<file path="src/rtl/zspi_pkg.sv">
// Shared types and constants for the ZYNQ SPI readout slave (zynq_spi_tx).
package zspi_pkg;

  localparam int         ZSPI_WIDTH    = 16;
  localparam logic [3:0] IDLE_TAG      = 4'hF;
  // Shortest legal SCLK high or low time, in CK50 cycles.
  localparam int         SCLK_MIN_HALF = 6;

  typedef enum logic [1:0] {
    IDLE  = 2'd0,
    LOAD  = 2'd1,
    SHIFT = 2'd2,
    WDONE = 2'd3
  } state_t;

endpackage

</file>
<file path="src/rtl/zynq_spi_tx_sync_edge.sv">
// Multi-flop synchroniser for an asynchronous pin plus registered rise/fall strobes.
// Strobes appear SYNC_STAGES+1 cycles after the pin changes.
module sync_edge #(
  parameter int   SYNC_STAGES = 2,
  parameter logic RESET_VAL   = 1'b0
) (
  input  logic CLK,
  input  logic RST,
  input  logic async_in,
  output logic level,
  output logic rise,
  output logic fall
);

  logic [SYNC_STAGES-1:0] sync_q;
  logic                   prev_q;

  always_ff @(posedge CLK) begin
    if (RST) begin
      sync_q <= {SYNC_STAGES{RESET_VAL}};
      prev_q <= RESET_VAL;
      rise   <= 1'b0;
      fall   <= 1'b0;
    end else begin
      sync_q <= {sync_q[SYNC_STAGES-2:0], async_in};
      prev_q <= sync_q[SYNC_STAGES-1];
      rise   <= sync_q[SYNC_STAGES-1] & ~prev_q;
      fall   <= ~sync_q[SYNC_STAGES-1] & prev_q;
    end
  end

  assign level = prev_q;

endmodule

</file>
<file path="src/rtl/zynq_spi_tx.sv">
// SPI slave (CPOL=0, CPHA=0) shifting muxed readout words to the ZYNQ, MSB first.
// Optional macro ZSPI_TAG_EN replaces the low nibble of each word with a rolling sequence tag.
module zynq_spi_tx
  import zspi_pkg::*;
#(
  parameter int               WIDTH       = ZSPI_WIDTH,
  parameter int               SYNC_STAGES = 2,
  parameter logic [WIDTH-1:0] IDLE_WORD   = '0
) (
  input  logic             CK50,
  input  logic             RST,
  input  logic             RD_EN,
  input  logic [WIDTH-1:0] DIN,
  input  logic             SCLK,
  input  logic             CS_n,
  output logic             MISO,
  output logic             SPI_done,
  output logic             frame_err,
  output logic             busy,
  output state_t           fsm_state
);

  localparam int             CW     = $clog2(WIDTH + 1);
  localparam logic [CW-1:0]  LAST   = CW'(WIDTH - 1);
  localparam logic [CW-1:0]  FULL   = CW'(WIDTH);
  localparam logic [7:0]     SETTLE = 8'(SYNC_STAGES + 2);

  logic sclk_level, sclk_rise, sclk_fall;
  logic cs_level, cs_rise, cs_fall;

  sync_edge #(.SYNC_STAGES(SYNC_STAGES), .RESET_VAL(1'b0)) u_sclk_sync (
    .CLK      (CK50),
    .RST      (RST),
    .async_in (SCLK),
    .level    (sclk_level),
    .rise     (sclk_rise),
    .fall     (sclk_fall)
  );

  sync_edge #(.SYNC_STAGES(SYNC_STAGES), .RESET_VAL(1'b1)) u_cs_sync (
    .CLK      (CK50),
    .RST      (RST),
    .async_in (CS_n),
    .level    (cs_level),
    .rise     (cs_rise),
    .fall     (cs_fall)
  );

  state_t           state;
  logic [WIDTH-1:0] sr;
  logic [CW-1:0]    bit_cnt;
  logic             reload;
  logic             word_valid;
  logic             armed;
  logic [7:0]       settle_cnt;
  logic [WIDTH-1:0] load_word;

`ifdef ZSPI_TAG_EN
  logic [3:0] seq;

  always_comb begin
    load_word      = RD_EN ? DIN : IDLE_WORD;
    load_word[3:0] = RD_EN ? seq : IDLE_TAG;
  end
`else
  always_comb begin
    load_word = RD_EN ? DIN : IDLE_WORD;
  end
`endif

  // Upstream handshake: DIN is sampled whenever a load happens and is trusted
  // only while RD_EN is high; SPI_done pulses once per completed RD_EN word and
  // the next load happens at the following SCLK fall, at least 5 cycles later.
  always_ff @(posedge CK50) begin
    if (RST) begin
      state      <= IDLE;
      sr         <= '0;
      MISO       <= 1'b0;
      busy       <= 1'b0;
      SPI_done   <= 1'b0;
      frame_err  <= 1'b0;
      bit_cnt    <= '0;
      reload     <= 1'b0;
      word_valid <= 1'b0;
      armed      <= 1'b0;
      settle_cnt <= '0;
`ifdef ZSPI_TAG_EN
      seq        <= 4'd0;
`endif
    end else begin
      SPI_done  <= 1'b0;
      frame_err <= 1'b0;

      // A select already low when reset releases must go high before it counts.
      if (!armed) begin
        if (settle_cnt != SETTLE)
          settle_cnt <= settle_cnt + 8'd1;
        else if (cs_level)
          armed <= 1'b1;
      end

      case (state)
        IDLE: begin
          MISO    <= 1'b0;
          busy    <= 1'b0;
          bit_cnt <= '0;
          reload  <= 1'b0;
          // CPOL=0: a select edge while SCLK idles high is not a frame start.
          if (cs_fall && armed && !sclk_level)
            state <= LOAD;
        end

        LOAD: begin
          if (cs_rise) begin
            state <= IDLE;
            busy  <= 1'b0;
            MISO  <= 1'b0;
          end else begin
            sr         <= load_word;
            MISO       <= load_word[WIDTH-1];
            word_valid <= RD_EN;
            bit_cnt    <= '0;
            busy       <= 1'b1;
            state      <= SHIFT;
          end
        end

        SHIFT: begin
          if (cs_rise) begin
            state     <= IDLE;
            busy      <= 1'b0;
            MISO      <= 1'b0;
            reload    <= 1'b0;
            bit_cnt   <= '0;
            frame_err <= (bit_cnt != '0);
          end else if (sclk_rise) begin
            if (bit_cnt == LAST) begin
              bit_cnt  <= FULL;
              state    <= WDONE;
              SPI_done <= word_valid;
`ifdef ZSPI_TAG_EN
              if (word_valid)
                seq <= seq + 4'd1;
`endif
            end else begin
              bit_cnt <= bit_cnt + 1'b1;
            end
          end else if (sclk_fall) begin
            if (reload) begin
              sr         <= load_word;
              MISO       <= load_word[WIDTH-1];
              word_valid <= RD_EN;
              reload     <= 1'b0;
            end else if (bit_cnt != '0) begin
              sr   <= {sr[WIDTH-2:0], 1'b0};
              MISO <= sr[WIDTH-2];
            end
          end
        end

        WDONE: begin
          bit_cnt <= '0;
          if (cs_rise) begin
            state  <= IDLE;
            busy   <= 1'b0;
            MISO   <= 1'b0;
            reload <= 1'b0;
          end else begin
            reload <= 1'b1;
            state  <= SHIFT;
          end
        end

        default: state <= IDLE;
      endcase
    end
  end

  assign fsm_state = state;

endmodule

</file>
<file path="config.mk">
export PLATFORM = sky130hd
export DESIGN_NAME = zynq_spi_tx
export DESIGN_NICKNAME = d
export VERILOG_FILES = /design/src/rtl/zspi_pkg.sv /design/src/rtl/zynq_spi_tx_sync_edge.sv /design/src/rtl/zynq_spi_tx.sv
export SDC_FILE = /design/constraint.sdc
export NUM_CORES = 1
export LEC_CHECK = 0
export BUFFER_PORTS_ARGS = -buffer_cell sky130_fd_sc_hd__buf_2
export CORE_MARGIN = 2
export CORE_UTILIZATION = 52
export DETAILED_ROUTE_END_ITERATION = 8
export PLACE_DENSITY = 0.81
export SYNTH_ARGS = -nofsm -noshare
export SYNTH_HDL_FRONTEND = slang
export SYNTH_SLANG_ARGS = --single-unit
</file>
<file path="constraint.sdc">
create_clock -name CK50 -period 2 [get_ports CK50]
set_clock_uncertainty 0.05 [all_clocks]
set_input_delay 0.3 -clock CK50 [delete_from_list [all_inputs] [get_ports CK50]]
set_output_delay 0.3 -clock CK50 [all_outputs]
set_load 0.05 [all_outputs]
</file>
# After elaboration in Yosys (flattened, before gate mapping)
# Cells that the tools add are included.
# Widths: inputs -> output; s select.
# classes
eq_ne	19
n_div	0
n_reduce_logical	19
n_addsub	2
bitwise	13
magnitude_cmp	0
n_mux	42
multipliers	0
n_shift	0
# op_table
op	count
$mux 15	6
$pmux 15 s2	1
$mux 5	4
$mux 1	19
$mux 16	1
$pmux 5 s3	1
$reduce_and 6->1	2
$mux 2	5
$ne 2x2->1 const B	5
$not 1->1	9
$add 8x1->8 const B	1
$ne 8x3->1 const B	1
$ne 2x1->1 const B	3
$ne 3x1->1 const B	2
$ne 3x2->1 const B	2
$pmux 1 s3	2
$pmux 2 s3	1
$reduce_and 3->1	2
$reduce_or 2->1	3
$add 5x1->5 const B	1
$eq 5x4->1 const B	1
$reduce_bool 5->1	1
$reduce_or 5->1	1
$and 1x1->1	4
other kinds (14)	17
# totals
ram_bits	0
mem_count	0
regBits	47
input_bits	21
latchBits	0
romBits	0

# Longest topological paths before layout
# depth
word_depth	7
depth_mapped	8
depth_no_buf	7

# Hierarchy
# A second synthesis with hierarchy kept.
# hier_totals
hier_cells	236
area_unflattened_um2	2239.6
# modules_own_cells
module	seq_area_each_um2	instances	cells_per_inst	area_each_um2
zynq_spi_tx	740.7	1	216	1971.9
sync_edge	100.1	2	10	133.9

# Worst setup path after synthesis
# Ideal clock, no wire load.
# synth_path
path_kind	register -> register
startpoint	register state[0], in the netlist fsm_state[0]
endpoint	register word_valid
arrival_ns	2.096
synth_period_minus_slack_ns	2.274
path_stages_with_launch	8
path_slack_ns	-0.274
path_buffers	1
cell_sequence	dfxtp_1 -> inv_1 -> ha_1 -> buf_2 -> o21a_1 -> a2111oi_2 -> mux2i_1 -> nor2_1
# synth_via
elab_chain_len	3
# synth_rtl
item	line_no	rtl
from (decl)	zynq_spi_tx.sv:49	state_t state;
from (signal assigned)	zynq_spi_tx.sv:76	state <= IDLE;
from (signal assigned)	zynq_spi_tx.sv:110	state <= LOAD;
from (signal assigned)	zynq_spi_tx.sv:115	state <= IDLE;
$eq 2x2->1 or $eq 2x1->1 (tied branches)	zynq_spi_tx.sv:102	case (state)
$ne 2x2->1 (no source line), or another cell as far along	n/a	
$reduce_and 6->1 (no source line)	n/a	
to (signal assigned)	zynq_spi_tx.sv:84	word_valid <= 1'b0;
to (signal assigned)	zynq_spi_tx.sv:121	word_valid <= RD_EN;
to (signal assigned)	zynq_spi_tx.sv:152	word_valid <= RD_EN;
to (decl)	zynq_spi_tx.sv:53	logic word_valid;
# Parallel ways exist; a longest one is shown, timed or not.
# A chain may end at the register's enable or synchronous reset.

# Worst setup path in the final report
# layout_path
startpoint	register state[0], in the netlist fsm_state[0]
endpoint	register sr[10]
# layout_via
elab_chain_len	3
# layout_rtl
item	line_no	rtl
$eq 2x2->1 or $eq 2x1->1 (tied branches)	zynq_spi_tx.sv:102	
$ne 3x3->1 (no source line), or another cell as far along	n/a	
$reduce_and 6->1 (no source line)	n/a	
to (signal assigned)	zynq_spi_tx.sv:119	sr <= load_word;
to (signal assigned)	zynq_spi_tx.sv:150	sr <= load_word;
to (signal assigned)	zynq_spi_tx.sv:155	sr <= {sr[WIDTH-2:0], 1'b0};
to (decl)	zynq_spi_tx.sv:50	logic [WIDTH-1:0] sr;
# Parallel ways exist; a longest one is shown, timed or not.

==> reports/qor.csv <==
stage,metric,value,unit
status,status,"finished, final reports clean",
global_route,pin_count_of_the_biggest_net_entering_global_routing,35,
floorplan,design.die.area,4900,um2
routing,detailedRoute.firstPassIterationCount,4,
global_route,overflow,0,
layout,fin_nets,301,
sta,final_worst_setup_slack,123,ps
placement,placed_cells,312,
synthesis,most_repeated_cell_in_the_gate_level_netlist_after_synthesis,sky130_fd_sc_hd__dfxtp_1,
routing,totalWireLength,4260,um
sta,period_share,0.939,
critical_path,required,2170,ps
sta,setup_tns,0,ps
pwr,power_density,842,nW/um2
sta,holdWs,113,ps
critical_path,cp-end-kind,register,
floorplan,floorplan.die.width,70.0,um
synthesis,ys_async_sr_fraction,0,
synthesis,avg_cell_area_syn,9.16,um2
synthesis,ys_warn_count,0,
layout,antenna_cells_inserted,0,
pwr,combinationalPowerShare,0.210,
sta,timing.final.hold_violations,0,
critical_path,critPathArrivalTime,2050,ps
cts,cts_hold_repair.buffers,0,
layout,postLayoutCellArea,2540,um2
layout,final_core_util,0.623,
routing,drcViolationCount,0,
cts,cts-buffers-inserted,5,
pwr,peakVddDrop,0.550,mV
synthesis,synth.cell_area,2260,um2
synthesis,ys.flop_type,sky130_fd_sc_hd__dfxtp_1,
flow_run,maxCapViolCount,0,
cts,cts_sinks,47,
sta,worst-slew-pin-transition,627,ps
synthesis,synth_area_leader_cell,sky130_fd_sc_hd__dfxtp_1,
routing,detailroute.via_count,1780,
placement,dp_hpwl,2930,um
cts,cts_post_setup_buffers_inserted,0,
layout,post_route_cells_drive_above_1_share,0.251,
placement,detailedPlace.worstSlack,81.9,ps
routing,post_drt_via_cell_ratio,5.55,
cts,clock_tree.root_cell,sky130_fd_sc_hd__clkbuf_8,
sta,maxSlewHeadroom,0.582,
floorplan,io_pins,27,
placement,place.gp.congestion,0.856,
sta,fin_crit,1880,ps
pwr,power.internal,1.49,mW
pwr,switching_share,0.304,
synthesis,synth.ff_latch_count,47,
placement,port-buffer-count,26,
sta,setup_viol_count_final,0,
cts,clk_pin_slew_worst_paths,90,ps
pwr,sequentialPowerShare,0.515,
synthesis,gate_count_post_synth,247,
layout,finish.cell_count_without_fillers,321,
synthesis,synth_top_cells_by_area,"sky130_fd_sc_hd__dfxtp_1, sky130_fd_sc_hd__a311oi_2, sky130_fd_sc_hd__nor2_1, sky130_fd_sc_hd__ha_1, sky130_fd_sc_hd__nand3_1",
pwr,switching_power,0.651,mW
min_path,hold_path_class,in -> reg,
floorplan,core.rowCount,23,
synthesis,synth_top_area_frac,0.416,
synthesis,synth_seq_area_share,0.416,
min_path,whs_path_depth,2,
sta,fmaxAchievable,533,MHz
critical_path,ff2ff_path_depth,7,
critical_path,worst-setup-path-type,reg -> reg,
pwr,cellLeakagePower,0.939,nW
global_route,grtUsageTotal,0.185,
critical_path,timing.critical_path.from_type,register,
routing,routed_wire_length_per_instance,13.3,um
floorplan,dieHeight,70.0,um
placement,dpl_cell_area,2430,um2
global_route,via_count_of_the_first_global_routing_pass,1717,
layout,flow.area_growth_from_synthesis,12.4,%
cts,cts_max_level,2,
synthesis,synthesis.nets,278,
cts,cts_tree,done,
global_route,grt_first_pass_wirelength,7380,um
layout,nFillCells,380,
synthesis,synth.cells.most_frequent,"sky130_fd_sc_hd__dfxtp_1, sky130_fd_sc_hd__nor2_1, sky130_fd_sc_hd__nand2_1",
routing,detailedRoute.firstIterationViolations,125,
routing,postRouteAntennaNets,0,
pwr,finalPower,2.14,mW
floorplan,fp.coreArea,4090,um2
synthesis,netlist-cell-type-count,40,
cts,clk-insertion-delay-late,310,ps
synthesis,synth-edff-count,0,
sta,max_slew_vio_count,0,
global_route,antenna_found_initial,0,
cts,max-clock-path-buffers,2,
critical_path,critPathMaxFanout,15,
pwr,power.share.clock,0.275,
floorplan,initial_util,0.554,
cts,cts.repair.resized,0,
-- worst max-delay path: stages (launching register included) --
cell and delay [ps]:
sky130_fd_sc_hd__dfxtp_4 370, sky130_fd_sc_hd__inv_1 80, sky130_fd_sc_hd__ha_2 230, sky130_fd_sc_hd__nor2b_1 180
sky130_fd_sc_hd__a221oi_4 400, sky130_fd_sc_hd__buf_12 190, sky130_fd_sc_hd__nor2_1 50, sky130_fd_sc_hd__a311oi_2 240
-- metal layers --
metal  part of all wire  track usage
met1               0.47        0.224
met2               0.49        0.311
met3              0.036       0.0346
met4             0.0085       0.0962
met5                  0            0
-- flip-flops by register name, indices dropped and copies added, names as in the netlist, 2 cells and up --
register	cells
u_cs_sync.sync_q	2
settle_cnt	8
bit_cnt	5
fsm_state	2
sr	15
u_sclk_sync.sync_q	2
-- power by group through the flow --
stage	Sequential (mW)	Combinational, mW	Clock [mW]
detailed placement	1.12	0.429	0
global route	1.12	0.506	0.640
finish	1.10	0.451	0.590
floorplan	1.12	0.347	0
CTS	1.10	0.430	0.609
global placement	1.12	0.416	0
-- cell families (layout without fill, tap and decap cells) --
logic type,after synthesis,count (layout),share of synthesized area
AO/OA/AOI/OAI,37,37,0.179
XOR/XNOR,9,9,0.0348
adder cells (fa/ha/maj),10,10,0.0553
buffers and inverters,28,52,0.0586
flip-flops,47,47,0.416
multiplexers,4,4,0.0177
AND/OR/NAND/NOR,112,112,0.239
-- cell type report --
| cell class | instances | area (um2) | area share |
|---|---|---|---|
| inverters | 11 | 41.3 | 0.0162 |
| clock inverters | 2 | 15.0 | 0.00590 |
| well taps | 50 | 62.6 | 0.0246 |
| repair buffers | 33 | 213 | 0.0836 |
| clock buffers | 6 | 72.6 | 0.0285 |
| flip-flops and latches | 47 | 946 | 0.372 |
| multi-input cells | 172 | 1190 | 0.470 |
-- path summary, 6_finish.rpt --
kind                       startpoint                  end  slack (ps)
setup / recovery         fsm_state[0]               sr[10]         120
hold / removal                   CS_n  u_cs_sync.sync_q[0]         110
setup reg to reg         fsm_state[0]               sr[10]         120
hold reg to reg   u_cs_sync.sync_q[0]  u_cs_sync.sync_q[1]         370
-- placed cells by master, fill, tap and decap left out, types with 2 or more instances in the layout --
cell type,instances
sky130_fd_sc_hd__a311oi_2,14
sky130_fd_sc_hd__ha_1,9
sky130_fd_sc_hd__and3_1,3
sky130_fd_sc_hd__nand4_1,3
sky130_fd_sc_hd__nand3b_1,2
sky130_fd_sc_hd__a21oi_1,7
sky130_fd_sc_hd__or2_2,3
sky130_fd_sc_hd__clkbuf_8,5
sky130_fd_sc_hd__nor2b_1,5
sky130_fd_sc_hd__nor2_1,36
sky130_fd_sc_hd__xor2_1,2
sky130_fd_sc_hd__nand2_1,23
sky130_fd_sc_hd__nand3_1,19
sky130_fd_sc_hd__xnor2_1,7
sky130_fd_sc_hd__nand2b_1,3
sky130_fd_sc_hd__mux2i_1,4
sky130_fd_sc_hd__buf_2,26
sky130_fd_sc_hd__a211oi_1,4
sky130_fd_sc_hd__dfxtp_1,45
sky130_fd_sc_hd__inv_1,11
sky130_fd_sc_hd__buf_4,5
sky130_fd_sc_hd__a2111oi_2,2
sky130_fd_sc_hd__nor3_1,9
Note: power is estimated with default switching activity, not from simulation.
